[src/rtl/mem_port_arbiter.sv]
// Round-robin arbiter that shares the byte-serial main-memory port between the
// instruction cache (requester 0) and the data cache (requester 1).
module mem_port_arbiter #(
  parameter int unsigned AWIDTH  = 16,
  parameter int unsigned DWIDTH  = 8,
  parameter int unsigned BEATS   = 4,
  parameter int unsigned TIMEOUT = 15
) (
  input  logic              clock,
  input  logic              reset_n,
  input  logic              c0_rd,
  input  logic              c1_rd,
  input  logic              c0_wr,
  input  logic              c1_wr,
  input  logic [AWIDTH-1:0] c0_addr,
  input  logic [AWIDTH-1:0] c1_addr,
  input  logic [DWIDTH-1:0] c0_wdata,
  input  logic [DWIDTH-1:0] c1_wdata,
  output logic [DWIDTH-1:0] c_rdata,
  output logic              c0_beat,
  output logic              c1_beat,
  output logic              c0_done,
  output logic              c1_done,
  output logic              c0_err,
  output logic              c1_err,
  output logic [AWIDTH-1:0] addr_mem,
  output logic              rd_mem,
  output logic              wr_mem,
  output logic [DWIDTH-1:0] wdata_mem,
  input  logic [DWIDTH-1:0] rdata_mem,
  input  logic              ready_mem,
  output logic [1:0]        grant,
  output logic              busy
);

  localparam int unsigned BW = (BEATS > 1) ? $clog2(BEATS) : 1;
  localparam int unsigned TW = $clog2(TIMEOUT + 1);

  typedef enum logic [2:0] {
    IDLE, ISSUE, WAIT_LO, WAIT_HI, XFER, DONE
  } state_t;

  state_t            state_q, state_d;
  logic              ptr_q, ptr_d;
  logic [1:0]        grant_q, grant_d;
  logic [AWIDTH-1:0] addr_q, addr_d;
  logic [TW-1:0]     tcnt_q, tcnt_d;
  logic [BW-1:0]     bcnt_q, bcnt_d;
  logic              rd_mem_q, rd_mem_d;
  logic              wr_mem_q, wr_mem_d;
  logic [1:0]        beat_q, beat_d;
  logic [1:0]        done_q, done_d;
  logic [1:0]        err_q, err_d;
  logic              busy_q, busy_d;

  logic              req0, req1, win1, win_rd;
  logic [AWIDTH-1:0] win_addr;

  assign req0 = c0_rd | c0_wr;
  assign req1 = c1_rd | c1_wr;

  // Next-state and registered-output logic; outputs reflect the state being entered.
  always_comb begin
    state_d  = state_q;
    ptr_d    = ptr_q;
    grant_d  = grant_q;
    addr_d   = addr_q;
    tcnt_d   = tcnt_q;
    bcnt_d   = bcnt_q;
    rd_mem_d = 1'b0;
    wr_mem_d = 1'b0;
    beat_d   = 2'b00;
    done_d   = 2'b00;
    err_d    = 2'b00;
    win1     = req1 & (~req0 | ptr_q);
    win_rd   = win1 ? c1_rd : c0_rd;
    win_addr = win1 ? c1_addr : c0_addr;

    case (state_q)
      IDLE: begin
        if ((req0 | req1) && ready_mem) begin
          grant_d  = win1 ? 2'b10 : 2'b01;
          addr_d   = win_addr & ~AWIDTH'(3);
          rd_mem_d = win_rd;
          wr_mem_d = ~win_rd;
          state_d  = ISSUE;
        end
      end
      ISSUE: begin
        tcnt_d  = '0;
        state_d = WAIT_LO;
      end
      WAIT_LO: begin
        if (!ready_mem) begin
          state_d = WAIT_HI;
        end else begin
          tcnt_d = tcnt_q + TW'(1);
          if (tcnt_d == TW'(TIMEOUT)) begin
            state_d = DONE;
            done_d  = grant_q;
            err_d   = grant_q;
          end
        end
      end
      WAIT_HI: begin
        if (ready_mem) begin
          bcnt_d  = '0;
          beat_d  = grant_q;
          state_d = XFER;
        end
      end
      XFER: begin
        if (bcnt_q == BW'(BEATS - 1)) begin
          done_d  = grant_q;
          state_d = DONE;
        end else begin
          bcnt_d = bcnt_q + BW'(1);
          beat_d = grant_q;
        end
      end
      DONE: begin
        ptr_d   = grant_q[0];
        grant_d = 2'b00;
        state_d = IDLE;
      end
      default: state_d = IDLE;
    endcase

    busy_d = (state_d != IDLE);
  end

  always_ff @(posedge clock or negedge reset_n) begin
    if (!reset_n) begin
      state_q  <= IDLE;
      ptr_q    <= 1'b0;
      grant_q  <= 2'b00;
      addr_q   <= '0;
      tcnt_q   <= '0;
      bcnt_q   <= '0;
      rd_mem_q <= 1'b0;
      wr_mem_q <= 1'b0;
      beat_q   <= 2'b00;
      done_q   <= 2'b00;
      err_q    <= 2'b00;
      busy_q   <= 1'b0;
    end else begin
      state_q  <= state_d;
      ptr_q    <= ptr_d;
      grant_q  <= grant_d;
      addr_q   <= addr_d;
      tcnt_q   <= tcnt_d;
      bcnt_q   <= bcnt_d;
      rd_mem_q <= rd_mem_d;
      wr_mem_q <= wr_mem_d;
      beat_q   <= beat_d;
      done_q   <= done_d;
      err_q    <= err_d;
      busy_q   <= busy_d;
    end
  end

  // Write byte follows the owner's current beat data; zero while nobody owns the port.
  always_comb begin
    wdata_mem = '0;
    if (grant_q[0])      wdata_mem = c0_wdata;
    else if (grant_q[1]) wdata_mem = c1_wdata;
  end

  assign c_rdata  = rdata_mem;
  assign addr_mem = addr_q;
  assign rd_mem   = rd_mem_q;
  assign wr_mem   = wr_mem_q;
  assign grant    = grant_q;
  assign busy     = busy_q;
  assign c0_beat  = beat_q[0];
  assign c1_beat  = beat_q[1];
  assign c0_done  = done_q[0];
  assign c1_done  = done_q[1];
  assign c0_err   = err_q[0];
  assign c1_err   = err_q[1];

endmodule

[config.mk]
export PLATFORM = sky130hd
export DESIGN_NAME = mem_port_arbiter
export DESIGN_NICKNAME = d
export VERILOG_FILES = /design/src/rtl/mem_port_arbiter.sv
export SDC_FILE = /design/constraint.sdc
export NUM_CORES = 1
export LEC_CHECK = 0
export ABC_CLOCK_PERIOD_IN_PS = 1800
export CAP_MARGIN = 0
export CELL_PAD_IN_SITES_DETAIL_PLACEMENT = 1
export CELL_PAD_IN_SITES_GLOBAL_PLACEMENT = 2
export CORE_ASPECT_RATIO = 1.5
export CORE_MARGIN = 3
export CORE_UTILIZATION = 21
export DETAILED_ROUTE_END_ITERATION = 10
export PLACE_DENSITY = 0.83
export SKIP_CTS_REPAIR_TIMING = 1
export SKIP_LAST_GASP = 1
export SLEW_MARGIN = 10
export SYNTH_ARGS = -nofsm -noshare
export SYNTH_HDL_FRONTEND = slang
export SYNTH_SLANG_ARGS = --single-unit
[constraint.sdc]
create_clock -name clock -period 1.8 [get_ports clock]
set_input_delay 0.27 -clock clock [delete_from_list [all_inputs] [get_ports clock]]
set_output_delay 0.27 -clock clock [all_outputs]
set_load 0.05 [all_outputs]
Yosys cells after proc, flatten, opt, wreduce, memory -nomap -nowiden. Index checks and enable logic that the tools add are counted.

Reduce and logical (&&, ||, !) cells: 10. $add $sub $neg: 2. Mux-type cells: 30. Eq/ne operators: 11. Bitwise operators: 7.

Operator list (number): 2-to-1 mux 2 bit (10); 2-to-1 mux 16 bit (1); 2-to-1 mux 8 bit (2); one-hot mux 2 bit (2 select lines) (4); 2-to-1 mux 3 bit (5); one-hot mux 3 bit (5 select lines) (1); != test 2 bit, second input constant (4); one-hot mux 4 bit (2 select lines) (1); == test 3 x 2 -> 1 bit, second input constant (2); == test 3 bit, second input constant (2); AND reduction 2 bit (3); nonzero test 2 bit (3); 2-to-1 mux 1 bit (5); adder 4 x 1 -> 4 bit, second input constant (1); == test 4 bit, second input constant (1); 2-to-1 mux 4 bit (1); OR 1 bit (4); == test 3 x 1 -> 1 bit, second input constant (1); zero test 3 bit (1); AND reduction 3 bit (1); nonzero test 3 bit (1); adder 2 x 1 -> 2 bit, second input constant (1); == test 2 bit, second input constant (1); NOT 1 bit (2); 2 further kinds (2).

Flip-flop bits (word level): 35. Word-level logic and storage cells: 72. Output and inout bits: 43.

Longest topological paths before layout. Gate-level depths: netlist of the first run.

Word-level depth: 8. Depth in mapped cells: 6.

Worst setup path after synthesis of the first run. Ideal clock, no wire load.

Path type: flip-flop to output port. Start point: reg grant_q[1], in the netlist grant[1]. End point: out wdata_mem[0]. Slack: -46 ps. Required time: 1530 ps. Cell stages (with the launch flop): 4. Path buffers: 0. Arrival: 1576 ps. Path through: dfrtp_1 > inv_1 > nor2_1 > a22o_1.

Longest elaborated chain between the ends: 2.

Ends and longest elaborated chain: from (decl) (line 45) `logic [1:0] grant_q, grant_d;`; from (signal assigned) (line 149) `grant_q <= grant_d;`; 2-to-1 mux 8 bit (line 166) `else if (grant_q[1]) wdata_mem = c1_wdata;`; 2-to-1 mux 8 bit (line 165) `if (grant_q[0]) wdata_mem = c0_wdata;`; to (decl) (line 29) `output logic [DWIDTH-1:0] wdata_mem,`.

No other way between the ends.

Worst setup path in the final report of the first run.
Start point: reg addr_q[3], in the netlist addr_mem[3]. End point: out addr_mem[3].

RTL lines: from (decl) (line 46) `logic [AWIDTH-1:0] addr_q, addr_d;`; from (signal assigned) (line 150) `addr_q <= addr_d;`; to (decl) (line 26) `output logic [AWIDTH-1:0] addr_mem,`.

No word-level cell between the ends.

==> results of run 1 <==
-- worst max-delay path by stage --
stage                            start                  endpoint  slack, ns  depth (start not counted)
5_1_grt          tcnt_q[0]$_DFFE_PN0P_       done_q[1]$_DFF_PN0_       0.01                          6
4_1_cts           grant[1]$_DFFE_PN0P_              wdata_mem[6]      -0.18                          4
3_3_place_gp                 ready_mem  addr_mem[14]$_DFFE_PN0P_      -0.10                          6
2_1_floorplan     grant[1]$_DFFE_PN0P_              wdata_mem[0]       0.08                          3
6_report       addr_mem[3]$_DFFE_PN0P_               addr_mem[3]       0.09                          1
3_5_place_dp                 ready_mem  addr_mem[15]$_DFFE_PN0P_      -0.15                          6
-- report_power, final --
| group | internal [uW] | total [uW] | switching (uW) |
|---|---|---|---|
| clock network | 511 | 820 | 309 |
| logic | 1260 | 3120 | 1860 |
| registers | 1070 | 1260 | 189 |
-- Yosys cell counts, types with 2 or more instances --
master                     count
sky130_fd_sc_hd__a211oi_1      5
sky130_fd_sc_hd__a21oi_1      14
sky130_fd_sc_hd__a21oi_2       6
sky130_fd_sc_hd__a22o_1       10
sky130_fd_sc_hd__a311oi_1      2
sky130_fd_sc_hd__and2_1        3
sky130_fd_sc_hd__buf_4        12
sky130_fd_sc_hd__buf_6         2
sky130_fd_sc_hd__clkbuf_1      5
sky130_fd_sc_hd__dfrtp_1      35
sky130_fd_sc_hd__ha_1          3
sky130_fd_sc_hd__inv_1         6
sky130_fd_sc_hd__mux2i_1      14
sky130_fd_sc_hd__nand2_1      11
sky130_fd_sc_hd__nand3_1       2
sky130_fd_sc_hd__nor2_1       23
sky130_fd_sc_hd__nor2b_1       3
sky130_fd_sc_hd__nor3_1        3
sky130_fd_sc_hd__o21ai_0      10
-- kinds of logic after synthesis --
| kind of cell | count (synthesis) |
|---|---|
| compound gates | 58 |
| buf+inv | 26 |
| simple gates | 54 |
| fa+ha+maj | 3 |
| other cells | 1 |
| flops | 35 |
| mux | 14 |
-- area by class of cell --
class	count	area (um2)	area share, %
Clock buffer	7	133	4.18
Clock inverter	1	5.00	0.158
Inverter	6	22.5	0.710
Multi-Input combinational cell	131	901	28.4
Sequential cell	35	877	27.7
Tap cell	107	134	4.22
Timing Repair Buffer	105	1100	34.6
-- metrics by stage --
stage                     hold slack, ns  total power (uW)  cells
after floorplan                  -0.0256              3190    192
after global placement             0.498              4300    384
after detailed placement           0.503              4390    384
after CTS                          0.440              5240    392
after global routing               0.474              5520    392
final                              0.419              5200    392
-- per-layer routing --
layer | share of wire [%] | GRT usage, %
met1 | 33 | 10.4
met2 | 59 | 24.9
met3 | 6.7 | 4.10
met4 | 1.1 | 3.12
met5 | 0 | 0
-- sequential cells by signal, summed over array words and instances, names as in the netlist --
name / cells
tcnt_q: 4
ptr_q: 1
err_q: 2
state_q: 3
addr_mem: 14
wr_mem: 1
bcnt_q: 2
done_q: 2
beat_q: 2
rd_mem: 1
busy: 1
grant: 2
-- placed cells by master (no fill, tap or decap), types with 2 or more instances in the layout --
cell                              netlist  final
sky130_fd_sc_hd__a211oi_1               5      4
sky130_fd_sc_hd__a21oi_1               14     14
sky130_fd_sc_hd__a21oi_2                6      6
sky130_fd_sc_hd__a22o_1                10      2
sky130_fd_sc_hd__a22o_2                 0      8
sky130_fd_sc_hd__a311oi_1               2      2
sky130_fd_sc_hd__and2_1                 3      3
sky130_fd_sc_hd__buf_12                 0     11
sky130_fd_sc_hd__buf_4                 12     25
sky130_fd_sc_hd__clkbuf_1               5      2
sky130_fd_sc_hd__clkbuf_16              0      5
sky130_fd_sc_hd__clkdlybuf4s50_1        0     69
sky130_fd_sc_hd__conb_1                 1      2
sky130_fd_sc_hd__dfrtp_1               35     34
sky130_fd_sc_hd__ha_1                   3      3
sky130_fd_sc_hd__inv_1                  6      6
sky130_fd_sc_hd__mux2i_1               14     14
sky130_fd_sc_hd__nand2_1               11     11
sky130_fd_sc_hd__nand3_1                2      2
sky130_fd_sc_hd__nor2_1                23     22
sky130_fd_sc_hd__nor2b_1                3      3
sky130_fd_sc_hd__nor3_1                 3      3
sky130_fd_sc_hd__o21ai_0               10     10
==> report_table.html, run 1 <==
<table>
<tr><th>Metric</th><th>Value</th></tr>
<tr><th colspan="2">Clock network</th></tr>
<tr><td>Clock tree root buffer cell</td><td>sky130_fd_sc_hd__clkbuf_16</td></tr>
<tr><td>Clk Latency, worst-skew pair</td><td>0.28 ns</td></tr>
<tr><td>CTS tree</td><td>built</td></tr>
<tr><td>H-tree depth reported by CTS</td><td>2</td></tr>
<tr><td>Cts bufs inserted</td><td>5</td></tr>
<tr><td>Clock sinks</td><td>35</td></tr>
<tr><td>Maximum clock path buffer count</td><td>2</td></tr>
<tr><td>Clock transition at the register clock pins on the worst setup and hold paths after CTS</td><td>0.06 ns</td></tr>
<tr><th colspan="2">Routing</th></tr>
<tr><td>DR pass1 iterations</td><td>4</td></tr>
<tr><td>DRC viols</td><td>0</td></tr>
<tr><td>Drt via density</td><td>4.57</td></tr>
<tr><td>Total wire length</td><td>5.90 mm</td></tr>
<tr><td>Violation count after the first detailed-routing iteration</td><td>59</td></tr>
<tr><td>Average wire length per cell after detail routing</td><td>15.1 um</td></tr>
<tr><td>Number of vias after detailed routing</td><td>1,792</td></tr>
<tr><td>Antenna violation net count after detailed routing</td><td>0</td></tr>
<tr><th colspan="2">Synth</th></tr>
<tr><td>Post-synth top flop</td><td>sky130_fd_sc_hd__dfrtp_1</td></tr>
<tr><td>Count of flip-flops with a built-in enable after synthesis</td><td>0</td></tr>
<tr><td>Main combinational cell family by area after synthesis</td><td>compound AO/OA/AOI/OAI gates</td></tr>
<tr><td>Area share of fa/ha/maj cells after synthesis</td><td>1.98%</td></tr>
<tr><td>Compound-cell area share of the yosys netlist</td><td>21.7%</td></tr>
<tr><td>Average cell area after synthesis</td><td>9.92 um2</td></tr>
<tr><td>Cell count after synthesis</td><td>191</td></tr>
<tr><td>Multiplexer share of the synthesized area</td><td>7.39%</td></tr>
<tr><td>Share of flip-flops with an asynchronous set or reset after synthesis</td><td>100%</td></tr>
<tr><td>Xor/xnor share of the synthesized area</td><td>0%</td></tr>
<tr><td>Flip-flop and latch count after synthesis</td><td>35</td></tr>
<tr><td>Post-Synthesis Cell Area</td><td>1900 um2</td></tr>
<tr><td>Yosys top cell area share</td><td>46.2%</td></tr>
<tr><td>Cell variety after synth</td><td>41</td></tr>
<tr><td>Cell type contributing the most total cell area after synthesis</td><td>sky130_fd_sc_hd__dfrtp_1</td></tr>
<tr><td>Synthesis Warnings</td><td>0</td></tr>
<tr><td>Post-Synth Simple-Gate Area</td><td>14.1%</td></tr>
<tr><td>Sequential area share after synthesis</td><td>46.2%</td></tr>
<tr><td>Main area contributors after synthesis</td><td>sky130_fd_sc_hd__dfrtp_1 (46%), sky130_fd_sc_hd__mux2i_1 (7.4%), sky130_fd_sc_hd__buf_4 (4.8%)</td></tr>
<tr><th colspan="2">Critical path</th></tr>
<tr><td>Setup slack of the worst register-to-register path</td><td>0.12 ns</td></tr>
<tr><td>Worst Path Buf+Inv</td><td>1</td></tr>
<tr><td>Critical path's top delay family</td><td>buffers and inverters</td></tr>
<tr><td>Startpoint kind of the worst setup timing path</td><td>register</td></tr>
<tr><td>CP Class</td><td>reg2out</td></tr>
<tr><td>Worst Path Required</td><td>1.53 ns</td></tr>
<tr><td>Worst-path cell chain</td><td>clkdlybuf4s50_1</td></tr>
<tr><td>Startpoint of the worst register-to-register path</td><td>tcnt_q[0]$_DFFE_PN0P_</td></tr>
<tr><td>Critical path capture point type</td><td>output pin</td></tr>
<tr><td>Crit path max-delay cell type</td><td>sky130_fd_sc_hd__clkdlybuf4s50_1</td></tr>
<tr><td>Slowest cell delay on critical path</td><td>0.81 ns</td></tr>
<tr><td>Endpoint arrival time on the critical path</td><td>1.44 ns</td></tr>
<tr><td>Worst Reg-to-Reg Cells</td><td>6</td></tr>
<tr><td>Maximum fanout along the worst path</td><td>2</td></tr>
<tr><td>Destination of the worst register-to-register timing path</td><td>state_q[1]$_DFF_PN0_</td></tr>
<tr><th colspan="2">Layout</th></tr>
<tr><td>Layout filler cell count</td><td>962</td></tr>
<tr><td>Share of cells above drive strength 1</td><td>23.2%</td></tr>
<tr><td>Fin nets</td><td>350</td></tr>
<tr><td>Cell area after layout</td><td>3170 um2</td></tr>
<tr><td>Core occupancy in the finished layout</td><td>36.8%</td></tr>
<tr><td>Synth-to-Final Area Change</td><td>67.3%</td></tr>
<tr><td>Antenna Diode Count</td><td>0</td></tr>
<tr><th colspan="2">Die</th></tr>
<tr><td>Starting density of the core</td><td>22.0%</td></tr>
<tr><td>Site row count</td><td>41</td></tr>
<tr><td>Vert. Die Dim</td><td>122 um</td></tr>
<tr><td>Die width</td><td>83.6 um</td></tr>
<tr><td>Placeable core region</td><td>8620 um2</td></tr>
<tr><td># IOs</td><td>106</td></tr>
<tr><td>Die ar.</td><td>10,200 um2</td></tr>
<tr><th colspan="2">GRT</th></tr>
<tr><td>Via count of the first global-routing pass</td><td>1,954</td></tr>
<tr><td>Wire length of the first global-routing pass</td><td>9.58 mm</td></tr>
<tr><td>Antenna violations before repair</td><td>0</td></tr>
<tr><td>Overflow left after global routing</td><td>0</td></tr>
<tr><td>All-Layer GR Usage</td><td>11.9%</td></tr>
<tr><td>Maximum number of pins on one net before global-route repair</td><td>36</td></tr>
<tr><th colspan="2">Timing</th></tr>
<tr><td>Shortest clock period the worst path allows after layout</td><td>1.71 ns</td></tr>
<tr><td>RSZ-0062 raised after global routing</td><td>false</td></tr>
<tr><td>Final hold violation count</td><td>0</td></tr>
<tr><td>Number of setup violations in the final report</td><td>0</td></tr>
<tr><td>Slew HR</td><td>65.0%</td></tr>
<tr><td>Slew @ Worst Pin</td><td>0.524 ns</td></tr>
<tr><td>Fmax</td><td>0.583 GHz</td></tr>
<tr><td>Post-Route Skew</td><td>0.00694 ns</td></tr>
<tr><td>Tcrit/Tclk final</td><td>95.2%</td></tr>
<tr><td>Final Max Slew Viols</td><td>0</td></tr>
<tr><td>Setup slack of the critical path after layout</td><td>0.0858 ns</td></tr>
<tr><td>Setup TNS after final layout</td><td>0 ns</td></tr>
<tr><th colspan="2">Pwr</th></tr>
<tr><td>Power per standard cell area</td><td>1640 nW/um2</td></tr>
<tr><td>Leakage power figure</td><td>0.00137 uW</td></tr>
<tr><td>Maximum resistive drop on vdd</td><td>0.676 mV</td></tr>
<tr><th colspan="2">Min path</th></tr>
<tr><td>Class of the worst hold path</td><td>in2async</td></tr>
<tr><th colspan="2">Placed design</th></tr>
<tr><td>Final weighted congestion in routability-driven placement</td><td>0.743</td></tr>
<tr><td>Number of port buffers</td><td>83</td></tr>
<tr><td>Pre-CTS WS</td><td>-0.148 ns</td></tr>
<tr><td>Post-detail-place hpwl</td><td>4.74 mm</td></tr>
<tr><td>Post-detailed-placement cell area</td><td>3010 um2</td></tr>
<tr><th colspan="2">Outcome</th></tr>
<tr><td>Result of the run</td><td>finished, final reports clean</td></tr>
<tr><th colspan="2">Run</th></tr>
<tr><td>Max-Cap Viols</td><td>0</td></tr>
</table>
(Power assumes the default switching activity.)
==> run 2: changes to the inputs <==
--- a/config.mk
+++ b/config.mk
@@ -8,12 +8,12 @@
 export ABC_CLOCK_PERIOD_IN_PS = 1800
 export CAP_MARGIN = 0
 export CELL_PAD_IN_SITES_DETAIL_PLACEMENT = 1
-export CELL_PAD_IN_SITES_GLOBAL_PLACEMENT = 2
+export CELL_PAD_IN_SITES_GLOBAL_PLACEMENT = 1
 export CORE_ASPECT_RATIO = 1.5
 export CORE_MARGIN = 3
-export CORE_UTILIZATION = 21
+export CORE_UTILIZATION = 28
 export DETAILED_ROUTE_END_ITERATION = 10
-export PLACE_DENSITY = 0.83
+export PLACE_DENSITY = 0.86
 export SKIP_CTS_REPAIR_TIMING = 1
 export SKIP_LAST_GASP = 1
 export SLEW_MARGIN = 10
==> run 2 against run 1 <==
- routed wire length is 8.0% higher
- sequential power hardly changed
- via count is 0.78% higher
- final area is 1.9% lower
- non-clock buffer count is 7 lower
- critical path type is now reg2reg
- largest power group unchanged
==> report_table.html, run 2 (synthesis results as in run 1) <==
<table>
<tr><th>Metric</th><th>Value</th></tr>
<tr><th colspan="2">Die</th></tr>
<tr><td>Die ar.</td><td>7810 um2 (-24%)</td></tr>
<tr><td>Starting density of the core</td><td>29.0% (+7.0 points)</td></tr>
<tr><td>Placeable core region</td><td>6530 um2 (-24%)</td></tr>
<tr><td>Site row count</td><td>36 (-12%)</td></tr>
<tr><td>Vert. Die Dim</td><td>107 um (-13%)</td></tr>
<tr><td># IOs</td><td>106 (unchanged)</td></tr>
<tr><td>Die width</td><td>73.2 um (-12%)</td></tr>
<tr><th colspan="2">Layout</th></tr>
<tr><td>Most frequent cells in the layout</td><td>sky130_fd_sc_hd__clkdlybuf4s50_1 (69), sky130_fd_sc_hd__dfrtp_1 (33), sky130_fd_sc_hd__nor2_1 (22)</td></tr>
<tr><td>Fin nets</td><td>343 (-2.0%)</td></tr>
<tr><td>Synth-to-Final Area Change</td><td>64.2%</td></tr>
<tr><td>Max FFs per register</td><td>14 (unchanged)</td></tr>
<tr><td>Cell area after layout</td><td>3110 um2 (-1.9%)</td></tr>
<tr><td>Most common cell after layout, fill and taps aside</td><td>sky130_fd_sc_hd__clkdlybuf4s50_1</td></tr>
<tr><td>Area used by sequential logic in the layout</td><td>878 um2 (+0.14%)</td></tr>
<tr><td>Area used by multi-input combinational logic</td><td>933 um2 (+3.6%)</td></tr>
<tr><td>Share of cells above drive strength 1</td><td>23.7% (+0.58 points)</td></tr>
<tr><td>Layout filler cell count</td><td>731 (-24%)</td></tr>
<tr><td>Antenna Diode Count</td><td>0 (unchanged)</td></tr>
<tr><th colspan="2">Routing</th></tr>
<tr><td>Number of vias after detailed routing</td><td>1,806 (+0.78%)</td></tr>
<tr><td>Total wire length</td><td>6.38 mm (+8.0%)</td></tr>
<tr><td>Average wire length per cell after detail routing</td><td>18.0 um (+20%)</td></tr>
<tr><td>Antenna violation net count after detailed routing</td><td>0 (unchanged)</td></tr>
<tr><td>Violation count after the first detailed-routing iteration</td><td>76 (+29%)</td></tr>
<tr><td>DRC viols</td><td>0 (unchanged)</td></tr>
<tr><td>DR pass1 iterations</td><td>4 (unchanged)</td></tr>
<tr><td>Drt via density</td><td>5.10 (+12%)</td></tr>
<tr><th colspan="2">Clock network</th></tr>
<tr><td>Cts bufs inserted</td><td>5 (unchanged)</td></tr>
<tr><td>Clock tree root buffer cell</td><td>sky130_fd_sc_hd__clkbuf_8</td></tr>
<tr><td>H-tree depth reported by CTS</td><td>2 (unchanged)</td></tr>
<tr><td>Clk Latency, worst-skew pair</td><td>0.30 ns (+0.02 ns)</td></tr>
<tr><td>CTS tree</td><td>built</td></tr>
<tr><td>Maximum clock path buffer count</td><td>2 (unchanged)</td></tr>
<tr><td>Clock sinks</td><td>35 (unchanged)</td></tr>
<tr><td>Clock transition at the register clock pins on the worst setup and hold paths after CTS</td><td>0.08 ns (+0.02 ns)</td></tr>
<tr><th colspan="2">GRT</th></tr>
<tr><td>Maximum number of pins on one net before global-route repair</td><td>36 (unchanged)</td></tr>
<tr><td>Via count of the first global-routing pass</td><td>2,027 (+3.7%)</td></tr>
<tr><td>Wire length of the first global-routing pass</td><td>9.85 mm (+2.7%)</td></tr>
<tr><td>All-Layer GR Usage</td><td>16.5% (+4.6 points)</td></tr>
<tr><td>Antenna violations before repair</td><td>0 (unchanged)</td></tr>
<tr><td>Overflow left after global routing</td><td>0 (unchanged)</td></tr>
<tr><th colspan="2">Pwr</th></tr>
<tr><td>Maximum resistive drop on vdd</td><td>0.553 mV (-18%)</td></tr>
<tr><td>Clock network power share</td><td>16.5% (+0.7 points)</td></tr>
<tr><td>Proportion of power drawn by combinational gates</td><td>59.1% (-0.9 points)</td></tr>
<tr><td>Leakage power figure</td><td>0.00133 uW (-2.8%)</td></tr>
<tr><td>Switching fraction of total power</td><td>45.8% (+0.56 points)</td></tr>
<tr><td>Power spent charging and discharging nets</td><td>2410 uW (+2.5%)</td></tr>
<tr><td>Reg power frac</td><td>24.5% (+0.2 points)</td></tr>
<tr><td>Power per standard cell area</td><td>1690 nW/um2 (+3.2%)</td></tr>
<tr><td>Internal power consumption</td><td>2860 uW (+0.22%)</td></tr>
<tr><th colspan="2">Outcome</th></tr>
<tr><td>Result of the run</td><td>finished, final reports clean</td></tr>
<tr><th colspan="2">Critical path</th></tr>
<tr><td>Setup slack of the worst register-to-register path</td><td>0.07 ns (-0.05 ns)</td></tr>
<tr><td>Worst Path Required</td><td>2.00 ns (+0.47 ns)</td></tr>
<tr><td>Startpoint kind of the worst setup timing path</td><td>register</td></tr>
<tr><td>Critical path capture point type</td><td>register</td></tr>
<tr><td>Endpoint arrival time on the critical path</td><td>1.94 ns (+0.50 ns)</td></tr>
<tr><td>Maximum fanout along the worst path</td><td>8 (+6)</td></tr>
<tr><td>CP Class</td><td>reg2reg</td></tr>
<tr><th colspan="2">Timing</th></tr>
<tr><td>Tcrit/Tclk final</td><td>96.3% (+1.0 points)</td></tr>
<tr><td>Hold slack final</td><td>0.412 ns (-0.00649 ns)</td></tr>
<tr><td>Post-Route Skew</td><td>0.00824 ns (+0.00130 ns)</td></tr>
<tr><td>Shortest clock period the worst path allows after layout</td><td>1.73 ns (+0.0186 ns)</td></tr>
<tr><td>Number of setup violations in the final report</td><td>0 (unchanged)</td></tr>
<tr><td>Final Max Slew Viols</td><td>0 (unchanged)</td></tr>
<tr><td>Slew @ Worst Pin</td><td>0.508 ns (-0.0159 ns)</td></tr>
<tr><td>Slew HR</td><td>66.0% (+1.1 points)</td></tr>
<tr><td>Fmax</td><td>0.577 GHz (-1.1%)</td></tr>
<tr><td>RSZ-0062 raised after global routing</td><td>true</td></tr>
<tr><td>Final hold violation count</td><td>0 (unchanged)</td></tr>
<tr><th colspan="2">Min path</th></tr>
<tr><td>Class of the worst hold path</td><td>in2async</td></tr>
<tr><th colspan="2">Placed design</th></tr>
<tr><td>Final weighted congestion in routability-driven placement</td><td>0.733 (-1.3%)</td></tr>
<tr><td>Post-detail-place hpwl</td><td>4.75 mm (+0.20%)</td></tr>
<tr><td>Number of port buffers</td><td>83 (unchanged)</td></tr>
<tr><td>Post-detailed-placement cell area</td><td>2910 um2 (-3.0%)</td></tr>
<tr><th colspan="2">Run</th></tr>
<tr><td>Max-Cap Viols</td><td>0 (unchanged)</td></tr>
</table>
-- run 2: per-layer routing --
layer  share of wire [%]  wire length (um)  vias up  track usage [%]
met1                  33              2100      904             15.5
met5                   0                 0        -                0
li1                    -                 -      838                -
met3                 5.6               358       10             3.85
met2                  60              3820       54             32.7
met4                 1.7               106        0             6.33
-- run 2: worst max-delay path: stages (launching register included) --
cell and delay (ns):
sky130_fd_sc_hd__dfrtp_2 0.46, sky130_fd_sc_hd__inv_1 0.08, sky130_fd_sc_hd__ha_1 0.17, sky130_fd_sc_hd__nand2_1 0.10, sky130_fd_sc_hd__a211oi_4 0.35, sky130_fd_sc_hd__o2111ai_4 0.20
sky130_fd_sc_hd__a211oi_1 0.27
-- run 2: path summary, 6_finish.rpt --
path	depth (start not counted)	endpoint	start
max	6	done_q[1]$_DFF_PN0_	tcnt_q[0]$_DFFE_PN0P_
min	2	bcnt_q[0]$_DFFE_PN0P_	reset_n
max reg2reg	6	done_q[1]$_DFF_PN0_	tcnt_q[0]$_DFFE_PN0P_
min in group clock	2	addr_mem[11]$_DFFE_PN0P_	addr_mem[11]$_DFFE_PN0P_
min reg2reg	2	addr_mem[11]$_DFFE_PN0P_	addr_mem[11]$_DFFE_PN0P_
max in group asynchronous	2	tcnt_q[1]$_DFFE_PN0P_	reset_n
-- run 2: per-stage QoR --
step                std cells  utilization (%)  setup slack, ns  total power (uW)  setup TNS, ns
floorplan                 192                -           0.0787              3190              0
global placement          346             44.6          -0.0812              4220          -1.16
detailed placement        346             44.6           -0.168              4350          -2.09
CTS                       354             46.7           -0.180              5250          -1.68
global route              354             47.6          -0.0192              5560        -0.0201
finish                    354             47.6           0.0672              5270              0
-- run 2: final cells by class --
type / count / share of cell area (%)
multi-input combinational: 131 / 30.0
timing repair buffer: 98 / 33.6
clock inverter: 3 / 2.17
clock buffer: 5 / 2.21
tap: 76 / 3.06
sequential: 35 / 28.2
inverter: 6 / 0.724
-- run 2: power groups by stage --
stage          clock network [uW]  registers [uW]  logic [uW]
2_1_floorplan                   0            1950        1240
3_3_place_gp                    0            1260        2960
3_5_place_dp                    0            1300        3060
4_1_cts                       884            1280        3080
5_1_grt                       922            1320        3320
6_report                      868            1290        3110
